===== config.mk =====
export PLATFORM = sky130hd
export DESIGN_NAME = ram_port_arbiter
export DESIGN_NICKNAME = d
export VERILOG_FILES = /design/src/rtl/ram_port_arbiter.sv
export SDC_FILE = /design/constraint.sdc
export NUM_CORES = 1
export LEC_CHECK = 0
export CORE_MARGIN = 3
export CORE_UTILIZATION = 29
export CTS_CLUSTER_DIAMETER = 40
export DETAILED_ROUTE_END_ITERATION = 6
export PLACE_DENSITY = 0.61
export SLEW_MARGIN = 25
export SYNTH_ARGS = -nofsm -noshare
export SYNTH_HDL_FRONTEND = slang
export SYNTH_SLANG_ARGS = --single-unit

===== constraint.sdc =====
create_clock -name clk -period 3.3 [get_ports clk]
set_input_delay 0.495 -clock clk [delete_from_list [all_inputs] [get_ports clk]]
set_output_delay 0.495 -clock clk [all_outputs]
set_load 0.03 [all_outputs]

===== src/rtl/ram_port_arbiter.sv =====
// Two-master arbiter in front of a single-port RAM with 1-cycle registered read.
// Round-robin with a burst limit; define RAM_ARB_FIXED_PRIO_EN for fixed priority to master 0.
module ram_port_arbiter #(
  parameter int ADDR_W    = 4,
  parameter int DATA_W    = 4,
  parameter int MAX_BURST = 4
) (
  input  logic              clk,
  input  logic              rst_n,
  input  logic              req0,
  input  logic              we0,
  input  logic [ADDR_W-1:0] addr0,
  input  logic [DATA_W-1:0] wdata0,
  input  logic              req1,
  input  logic              we1,
  input  logic [ADDR_W-1:0] addr1,
  input  logic [DATA_W-1:0] wdata1,
  output logic              ack0,
  output logic              ack1,
  output logic              rvalid0,
  output logic              rvalid1,
  output logic [DATA_W-1:0] rdata0,
  output logic [DATA_W-1:0] rdata1,
  output logic              ram_write_en,
  output logic [ADDR_W-1:0] ram_address,
  output logic [DATA_W-1:0] ram_write_data,
  input  logic [DATA_W-1:0] ram_read_data
);

  localparam logic [3:0] LP_MAX = 4'(MAX_BURST);

  logic       r_owner;
  logic [3:0] r_burst_cnt;
  logic [1:0] r_rd_pend;

  logic w_grant0;
  logic w_grant1;
  logic w_continue;
  logic w_pick1;

  // A non-zero count means the owner was granted last cycle and may keep the port.
  assign w_continue = (r_burst_cnt != 4'd0) && (r_burst_cnt < LP_MAX);
  assign w_pick1    = w_continue ? r_owner : ~r_owner;

  always_comb begin
    w_grant0 = 1'b0;
    w_grant1 = 1'b0;
    if (rst_n) begin
      if (req0 && !req1) begin
        w_grant0 = 1'b1;
      end else if (req1 && !req0) begin
        w_grant1 = 1'b1;
      end else if (req0 && req1) begin
`ifdef RAM_ARB_FIXED_PRIO_EN
        w_grant0 = 1'b1;
`else
        w_grant0 = ~w_pick1;
        w_grant1 = w_pick1;
`endif
      end
    end
  end

  assign ack0 = w_grant0;
  assign ack1 = w_grant1;

  always_comb begin
    ram_write_en   = 1'b0;
    ram_address    = '0;
    ram_write_data = '0;
    if (w_grant0) begin
      ram_write_en   = we0;
      ram_address    = addr0;
      ram_write_data = wdata0;
    end else if (w_grant1) begin
      ram_write_en   = we1;
      ram_address    = addr1;
      ram_write_data = wdata1;
    end
  end

  // Gating with rst_n drops a read return that collides with reset.
  assign rvalid0 = r_rd_pend[0] & rst_n;
  assign rvalid1 = r_rd_pend[1] & rst_n;
  assign rdata0  = rvalid0 ? ram_read_data : '0;
  assign rdata1  = rvalid1 ? ram_read_data : '0;

  always_ff @(posedge clk) begin
    if (!rst_n) begin
      r_owner     <= 1'b1;
      r_burst_cnt <= 4'd0;
      r_rd_pend   <= 2'b00;
    end else begin
      r_rd_pend <= {w_grant1 & ~we1, w_grant0 & ~we0};
      if (w_grant0 || w_grant1) begin
        if (w_grant1 == r_owner) begin
          if (r_burst_cnt < LP_MAX) begin
            r_burst_cnt <= r_burst_cnt + 4'd1;
          end
        end else begin
          r_owner     <= w_grant1;
          r_burst_cnt <= 4'd1;
        end
      end else begin
        r_burst_cnt <= 4'd0;
      end
    end
  end

endmodule


==> metrics.md <==
| Metric | Value |
|---|---|
| Post-DRT Antenna Nets | 0 |
| Status | completed |
| Die area | 0.00353 mm2 |
| Worst-path clk slew | 0.05 ns |
| Final Critical Period | 3.06 ns |
| Worst-Skew Late Latency | 0.25 ns |
| YS warnings | 0 |
| Largest cells by area after synthesis | dfxtp_1, nand2_1, a211oi_1 |
| CTS Buf Count | 3 |
| CTS Sinks | 7 |
| Total of max-cap violations | 0 |
| Initial antenna violation count | 0 |
| Final GP Congestion | 0.810 |
| Area Overhead vs Synth | 57.9% |
| CP Data Required Time | 2.80 ns |
| Final HPWL DP | 2000 um |
| Post-synthesis async set-or-reset flop share | 0% |
| Max clock buf depth | 2 |
| CP endpoint kind | output port |
| Accumulated negative setup slack | 0 ns |
| CP Class | reg2out |
| Ports | 47 |
| Pwr Density | 259 mW/mm2 |
| # DRC | 0 |
| Post-synth top area share | 16.9% |
| Worst slew margin | 65.6% |
| Die Wd | 59.4 um |
| CTS Root Cell | clkbuf_4 |
| Mapped Cells | 112 |
| Reg2reg start | r_burst_cnt[0]$_SDFFE_PN0P_ |
| Final setup fails | 0 |
| Initial Utilization | 31.9% |
| Leakage | 0.526 nW |
| Cell taking the most area after synthesis | dfxtp_1 |
| Mapped Area | 827 um2 |
| First-pass GRT wire length | 4330 um |
| CP Launch Point | r_burst_cnt[0]$_SDFFE_PN0P_ |
| Hold Buf Count CTS | 0 |
| Gr ovfl total | 0 |
| Vias per inst | 5.22 |
| Crit path DAT | 2.57 ns |
| Syn_nets | 140 |
| Cts repair resizes | 0 |
| CTS tree | built |
| Layout cell share with drive strength beyond 1 | 9.09% |
| Via count | 960 |
| Yosys reg bits | 7 |
| Worst hold slack | 0.558 ns |
| Final WL | 2600 um |
| Hold Violations, Final | 0 |
| Worst Setup Start Kind | register |
| Max IR drop VDD | 0.127 mV |
| Dpl ws | 0.138 ns |
| Final-stage net count | 183 |
| Ys flop type | dfxtp_1 |
| Avg Inst Size Synth | 7.38 um2 |
| Yosys cell types | 31 |
| H-tree Lvls | 1 |
| Post-CTS setup buffer count | 0 |
| Post-synth top cells | nand2_1, a31oi_1, a211oi_1, o21a_1, and3_1 |
| Most common cell in the synthesized netlist | nand2_1 |
| Fmax | 327 MHz |
| Row count | 18 |
| Tightest Pin Transition | 0.516 ns |
| Seq/Total Area, Yosys | 16.9% |
| RSZ-0062 raised after global routing | no |
| Period utilization | 92.7% |
| Gr usage total | 16.0% |
| Critical Path Fanout Max | 10 |
| DR WL/cell | 14.1 um |
| Largest net degree at the start of global routing | 15 |
| Worst min path class | reg2reg |
| Startpoint of the worst hold path | r_burst_cnt[1]$_SDFFE_PN0N_ |
| Die height | 59.4 um |
| Pins Over Slew Limit | 0 |
| Vias in the first global route | 972 |
| Core ar. | 0.00259 mm2 |
| I/O Buffers | 46 |
| EDFF count, synth | 0 |
| 1st-pass router iterations | 4 |
| Final setup margin | 0.240 ns |
| # diodes | 0 |
| Initial DRC Count | 28 |
| Worst clock skew | 0.00128 ns |
through the flow:
step | utilization (%) | cells | area (um2) | total power, W
2_1_floorplan | - | 112 | 827 | 0.000195
3_5_place_dp | 49.3 | 180 | 1280 | 0.000263
3_3_place_gp | 49.3 | 180 | 1280 | 0.000262
5_1_grt | 50.4 | 184 | 1310 | 0.000359
4_1_cts | 50.3 | 184 | 1300 | 0.000343
6_report | 50.4 | 184 | 1310 | 0.000338
critical path, cell delays in order (launching register included):
cell and delay (ns):
dfxtp_1 0.37, inv_1 0.06, ha_1 0.29, or4_4 0.54, a31oi_4 0.23, and2_1 0.15
clkdlybuf4s50_1 0.67
report_power, final:
| group | switching (W) | internal (W) |
|---|---|---|
| Clock | 0.0000298 | 0.0000460 |
| Sequential | 0.00000567 | 0.0000887 |
| Combinational | 0.0000870 | 0.0000807 |
| Total | 0.000122 | 0.000215 |
final timing paths:
path | end | slack (ns) | depth (start not counted)
worst min-delay path | r_burst_cnt[1]$_SDFFE_PN0N_ | 0.56 | 2
worst max register to register | r_rd_pend[1]$_SDFF_PN0_ | 1.56 | 5
worst max-delay path | ack0 | 0.24 | 6
worst min register to register | r_burst_cnt[1]$_SDFFE_PN0N_ | 0.56 | 2
layer usage:
| metal | part of all wire, % | GRT usage (%) | vias to the layer above | wire length (um) |
|---|---|---|---|---|
| met2 | 50 | 27.8 | 49 | 1300 |
| met1 | 42 | 18.9 | 412 | 1080 |
| li1 | - | - | 497 | - |
| met5 | 0 | 0 | - | 0 |
| met3 | 7.2 | 2.18 | 2 | 186 |
| met4 | 1.1 | 8.41 | 0 | 28 |
cell type report:
type / count / area [um2]
Fill cell: 273 / 1280
Inverter: 7 / 26.3
Clock buffer: 4 / 26.3
Tap cell: 30 / 37.5
Sequential cell: 7 / 140
Timing Repair Buffer: 51 / 498
Multi-Input combinational cell: 85 / 578
placed cells by master (no fill, tap or decap), types with 4 or more instances in the layout:
cell type and count:
a211oi_1 9, dfxtp_1 7, nand2_1 19, nor3_1 4, clkdlybuf4s50_1 46, a31oi_1 10, and3_1 8, buf_4 5
o21a_1 9, inv_1 7
state kept, by name, indices dropped and copies added, names as in the netlist:
signal       cells
r_rd_pend        2
r_owner          1
r_burst_cnt      4
cells by family after synthesis:
group	Yosys count	share of synthesized area, %
DFF	7	16.9
AOI/OAI and AO/OA	41	39.5
xor gates and xnor gates	1	1.06
muxes	1	1.21
buffers and inverters	20	13.5
and+or+nand+nor	40	24.8
adders and majority gates	2	3.03
No activity file was read; power rests on OpenSTA's default activity.
